===== config.mk =====
export PLATFORM = sky130hd
export DESIGN_NAME = generic_sync_fifo_env
export DESIGN_NICKNAME = d
export VERILOG_FILES = /design/src/rtl/generic_sync_fifo_env_pkg.sv /design/src/rtl/generic_2p_1clk_rf.sv /design/src/rtl/generic_sync_fifo_env.sv
export SDC_FILE = /design/constraint.sdc
export NUM_CORES = 1
export LEC_CHECK = 0
export BUFFER_PORTS_ARGS = -buffer_cell sky130_fd_sc_hd__buf_2
export CORE_ASPECT_RATIO = 0.7
export CORE_MARGIN = 3
export CORE_UTILIZATION = 55
export DETAILED_ROUTE_END_ITERATION = 8
export MAX_ROUTING_LAYER = met4
export PLACE_DENSITY = 0.75
export SLEW_MARGIN = 25
export SYNTH_ARGS = -nofsm -noshare
export SYNTH_HDL_FRONTEND = slang
export SYNTH_SLANG_ARGS = --single-unit

===== constraint.sdc =====
create_clock -name clk -period 3.3 [get_ports clk]
set_input_delay 0.495 -clock clk [delete_from_list [all_inputs] [get_ports clk]]
set_output_delay 0.495 -clock clk [all_outputs]
set_load 0.005 [all_outputs]

===== src/rtl/generic_sync_fifo_env_pkg.sv =====
// Shared definitions for the synchronous FIFO environment.
// Holds the read-mode encodings and the default geometry/threshold values
// used as parameter defaults by generic_sync_fifo_env.
package generic_sync_fifo_env_pkg;

    typedef enum int {
        FWFT_REGISTERED  = 0,   // rd_data registered, valid one cycle after pop
        FWFT_FALLTHROUGH = 1    // head word shown on rd_data whenever not empty
    } fwft_mode_e;

    localparam int DEF_DAT_WIDTH      = 20;
    localparam int DEF_NUM_OF_ENTRIES = 16;
    localparam int DEF_PTR_WIDTH      = 4;
    localparam int DEF_AF_LEVEL       = 12;
    localparam int DEF_AE_LEVEL       = 2;

endpackage


===== src/rtl/generic_2p_1clk_rf.sv =====
// Two-port register file, single clock.
// Ports: clk; we/waddr/wdata  synchronous write port;
//        raddr/rdata          combinational read port.
// Contents are deliberately not reset.
module generic_2p_1clk_rf #(
    parameter int MEM_SIZE = 16,
    parameter int AW       = 4,
    parameter int DW       = 20
) (
    input  logic          clk,
    input  logic          we,
    input  logic [AW-1:0] waddr,
    input  logic [DW-1:0] wdata,
    input  logic [AW-1:0] raddr,
    output logic [DW-1:0] rdata
);

    logic [DW-1:0] mem [MEM_SIZE];

    always_ff @(posedge clk) begin
        if (we) mem[waddr] <= wdata;
    end

    assign rdata = mem[raddr];

endmodule


===== src/rtl/generic_sync_fifo_env.sv =====
// Synchronous FIFO with occupancy flags and rejected-op error pulses.
// Ports: clk, reset (sync, active high), clear (sync flush);
//        wr_op/wr_data write side; rd_op pop, rd_data/rd_valid read side;
//        full/empty/almost_full/almost_empty decoded from entry_used;
//        wr_full_err/rd_empty_err one-cycle pulses after a rejected op.
// FWFT selects registered read (0) or first-word-fall-through (1).
module generic_sync_fifo_env
    import generic_sync_fifo_env_pkg::*;
#(
    parameter int DAT_WIDTH      = DEF_DAT_WIDTH,
    parameter int NUM_OF_ENTRIES = DEF_NUM_OF_ENTRIES,
    parameter int PTR_WIDTH      = DEF_PTR_WIDTH,
    parameter int AF_LEVEL       = DEF_AF_LEVEL,
    parameter int AE_LEVEL       = DEF_AE_LEVEL,
    parameter int FWFT           = FWFT_REGISTERED
) (
    input  logic                 clk,
    input  logic                 reset,
    input  logic                 clear,
    input  logic                 wr_op,
    input  logic [DAT_WIDTH-1:0] wr_data,
    input  logic                 rd_op,
    output logic [DAT_WIDTH-1:0] rd_data,
    output logic                 rd_valid,
    output logic                 full,
    output logic                 empty,
    output logic                 almost_full,
    output logic                 almost_empty,
    output logic [PTR_WIDTH:0]   entry_used,
    output logic                 wr_full_err,
    output logic                 rd_empty_err
);

    localparam logic [PTR_WIDTH-1:0] PTR_LAST = PTR_WIDTH'(NUM_OF_ENTRIES - 1);
    localparam logic [PTR_WIDTH:0]   CNT_FULL = (PTR_WIDTH+1)'(NUM_OF_ENTRIES);
    localparam logic [PTR_WIDTH:0]   CNT_AF   = (PTR_WIDTH+1)'(AF_LEVEL);
    localparam logic [PTR_WIDTH:0]   CNT_AE   = (PTR_WIDTH+1)'(AE_LEVEL);

    logic [PTR_WIDTH-1:0] wr_ptr, rd_ptr;
    logic [DAT_WIDTH-1:0] head;
    logic                 rd_acc, wr_acc, mem_we;

    function automatic logic [PTR_WIDTH-1:0] ptr_inc(input logic [PTR_WIDTH-1:0] p);
        return (p == PTR_LAST) ? '0 : p + 1'b1;
    endfunction

    // A pop frees a slot in the same edge, so a full FIFO still takes a write
    // when a read is accepted alongside it.
    assign rd_acc = rd_op && !empty;
    assign wr_acc = wr_op && (!full || rd_acc);
    assign mem_we = wr_acc && !clear && !reset;

    assign full         = (entry_used == CNT_FULL);
    assign empty        = (entry_used == '0);
    assign almost_full  = (entry_used >= CNT_AF);
    assign almost_empty = (entry_used <= CNT_AE);

    always_ff @(posedge clk) begin
        if (reset) begin
            wr_ptr       <= '0;
            rd_ptr       <= '0;
            entry_used   <= '0;
            wr_full_err  <= 1'b0;
            rd_empty_err <= 1'b0;
        end else if (clear) begin
            wr_ptr       <= '0;
            rd_ptr       <= '0;
            entry_used   <= '0;
            wr_full_err  <= 1'b0;
            rd_empty_err <= 1'b0;
        end else begin
            if (wr_acc) wr_ptr <= ptr_inc(wr_ptr);
            if (rd_acc) rd_ptr <= ptr_inc(rd_ptr);
            case ({wr_acc, rd_acc})
                2'b10:   entry_used <= entry_used + 1'b1;
                2'b01:   entry_used <= entry_used - 1'b1;
                default: ;
            endcase
            wr_full_err  <= wr_op && !wr_acc;
            rd_empty_err <= rd_op && !rd_acc;
        end
    end

    generic_2p_1clk_rf #(
        .MEM_SIZE(NUM_OF_ENTRIES),
        .AW      (PTR_WIDTH),
        .DW      (DAT_WIDTH)
    ) u_rf (
        .clk  (clk),
        .we   (mem_we),
        .waddr(wr_ptr),
        .wdata(wr_data),
        .raddr(rd_ptr),
        .rdata(head)
    );

    generate
        if (FWFT == FWFT_FALLTHROUGH) begin : g_fwft
            // Storage is never reset, so mask stale words while empty.
            assign rd_data  = empty ? '0 : head;
            assign rd_valid = !empty;
        end else begin : g_reg
            logic [DAT_WIDTH-1:0] rd_data_q;
            logic                 rd_valid_q;

            // rd_data_q survives clear: only the valid strobe is dropped.
            always_ff @(posedge clk) begin
                if (reset) begin
                    rd_data_q  <= '0;
                    rd_valid_q <= 1'b0;
                end else if (clear) begin
                    rd_valid_q <= 1'b0;
                end else begin
                    rd_valid_q <= rd_acc;
                    if (rd_acc) rd_data_q <= head;
                end
            end

            assign rd_data  = rd_data_q;
            assign rd_valid = rd_valid_q;
        end
    endgenerate

endmodule


==> flow_summary.ini <==
[run_status]
run_status = finished, final reports clean

[cells_and_area]
stdcell_area_um2 = 15750
drive_above_1_share_pct = 19.26
final_net_count = 934
area_delta_synth_final_pct = 13.29
antennaDiodeCount = 0
fin_cells = 1249

[floorplanning]
rows = 48
die_x_um = 196.0
core_area_um2 = 24740
initial_core_util_pct = 56.18
io_pins = 57
die_area_um2 = 27250
die_h_um = 139.0

[routing]
routed-via-count = 7803
wl_per_cell_um = 25.38
routed_wl_um = 31700
ant_nets = 0
drtPass1Iterations = 5
drt_iter0_markers = 898
drc = 0
viasPerCell = 6.247

[sta]
rsz0062_at_grt = false
max-slew-margin-rel_pct = 38.02
fmax_mhz = 351.3
fin_crit_sh_pct = 86.26
tns_ps = 0
worst_pin_slew_ps = 929.7
slew_violations = 0
finalWorstPathRequiredPeriod_ps = 2847
finalHoldViolations = 0
fin_skew_ps = 12.22
setup_ws_ps = 453.3
setup_violations = 0

[synth]
synth.avg_cell_area_um2 = 16.95
synth-simple-area-share_pct = 4.041
synth_nets = 854
yosys.area.top_type = edfxtp_1
synth_top_family_by_area = multiplexers
synth-compound-area-share_pct = 6.580
synth_top_cells_by_area = edfxtp_1, mux2i_1, dfxtp_1
synthMuxAreaShare_pct = 12.03
synth_edf_count = 320
yosysWarningCount = 0
synth_top_area_share_pct = 69.13
synthCells = 820
ys_types = 55
seq_area_frac_synth_pct = 74.31
async_flop_share_pct = 0
syn_area_um2 = 13900
yosys.area_share.xor_xnor_pct = 0.1890
ys.flop_type = edfxtp_1
synth_seq_cells = 356
synth_adder_area_share_pct = 0.8641

[grt]
grt_usage_pct = 23.79
grt_pass1_wl_um = 47460
met3_usage_pct = 3.910
use_met1_pct = 34.05
grt-busiest-layer = met2
antenna_found_initial = 0
grt_pass1_vias = 7635
grt_max_degree = 43
grt.overflow.total = 0
met2_usage_pct = 36.35

[placed_design]
place_inst = 1189
hpwl_um = 20160
dpl_worst_slack_ps = 500.4
gp_congestion = 0.8799
placed_area_um2 = 14690
port_buffers = 56

[worst_hold_path]
hp-class = in2reg

[clock_network]
cts_tree = built
cts-resized-gates = 0
post_cts_buffers = 0
htree_levels = 2
path_clk_slew_ps = 70
ctsHoldBuffers = 0
cts_buffer_depth = 3
cts-root-buf = clkbuf_16
clock_latency_ps = 510
clock-sinks = 356
cts_buffers = 34

[setup_path]
cp.arrival_ps = 3250
crit_fanout = 12
criticalPathCategory = reg2reg
crit_required_ps = 3700
crit_path_start_kind = flop
rrSetupSlack_ps = 450
endpoint_kind = flop

[power_and_ir_drop]
cellLeakagePower_nw = 4.887
power_density_nw_per_um2 = 570.1
finalPower_mw = 8.978
ir_drop_mv = 0.5830

[flow_run]
drv_cap = 0
[report_power, final]
group	switching, mW	internal (mW)
registers	0.0189	4.93
logic	0.195	0.0831
clock network	1.64	2.11
total	1.86	7.12
[state kept, by name, indices dropped and copies added, names as in the netlist]
name / count
rd_valid: 1
rd_ptr: 4
entry_used: 5
rd_empty_err: 1
u_rf.mem: 320
wr_ptr: 4
rd_data: 20
wr_full_err: 1
[cell usage in the layout (no fill, tap or decap), drive strengths merged, types with 3 or more instances in the layout]
master / netlist / layout
edfxtp: 320 / 320
a211oi: 21 / 21
nand3: 7 / 7
nand3b: 3 / 3
o211ai: 5 / 5
dfxtp: 36 / 36
clkbuf: 9 / 39
inv: 5 / 6
ha: 8 / 8
nand2b: 3 / 3
nor2: 39 / 39
o22ai: 76 / 76
a21o: 3 / 3
xor2: 3 / 3
or4: 3 / 3
buf: 37 / 90
clkinv: 1 / 17
mux4: 4 / 4
nor4: 24 / 24
nor3: 11 / 11
a21oi: 9 / 9
mux2i: 157 / 157
nand2: 11 / 11
o21ai: 4 / 4
or3b: 3 / 3
[Yosys cell counts, types with 2 or more instances]
master	number
inv_1	4
nand2b_1	3
mux4_2	4
nand2_1	11
a211oi_2	2
o211ai_2	2
dfxtp_1	36
a21oi_1	9
xor2_1	3
buf_2	28
o211ai_1	3
a311o_1	2
nand3_1	6
nor4_1	23
or3b_1	3
ha_1	8
a21o_1	3
o22ai_1	76
nand3b_1	2
edfxtp_1	320
mux2i_1	157
a211oi_1	19
buf_4	4
nor3_1	11
buf_6	4
nor2_1	39
or4_1	2
clkbuf_1	9
[layout make-up]
type                    count  area (um^2)
flip-flops and latches    356        10340
fillers                  1694         8995
multi-input cells         412         3378
clock buffers              39        890.9
repair buffers             90        548.0
well taps                 325        406.6
clock inverters            21        165.2
inverters                   6        22.52
[per-stage QoR]
step	utilization (%)	hold slack (ps)
global placement	59.38	486.1
floorplan	-	493.7
finish	63.65	375.9
detailed placement	59.38	489.8
global route	63.65	381.7
CTS	63.65	359.7
[path summary, 6_finish.rpt]
kind,start,end,depth (start not counted)
setup / recovery,entry_used[0],entry_used[4],8
setup reg to reg,entry_used[0],entry_used[4],8
hold reg to reg,rd_data[17],rd_data[17],2
hold / removal,rd_op,rd_valid,3
[critical path, stage by stage, from the launching register on]
cell	delay, ps
dfxtp_1	410
or4_4	680
o211ai_2	290
inv_2	150
fa_1	430
a21o_1	170
a21oi_1	280
mux2i_1	230
nand3_1	90
[kinds of logic (layout without fill, tap and decap cells)]
family / count (synthesis) / count (layout)
muxes: 162 / 162
and+or+nand+nor: 108 / 108
xor gates and xnor gates: 3 / 3
buffers and inverters: 52 / 156
adders and majority gates: 9 / 9
AOI/OAI and AO/OA: 130 / 130
DFF: 356 / 356
[routing by layer]
metal | up-vias | share of wire (%)
li1 | 3451 | -
met1 | 3929 | 43
met2 | 372 | 47
met3 | 51 | 7.9
met4 | 0 | 2.2
met5 | - | 0
Note: power is estimated with default switching activity, not from simulation.
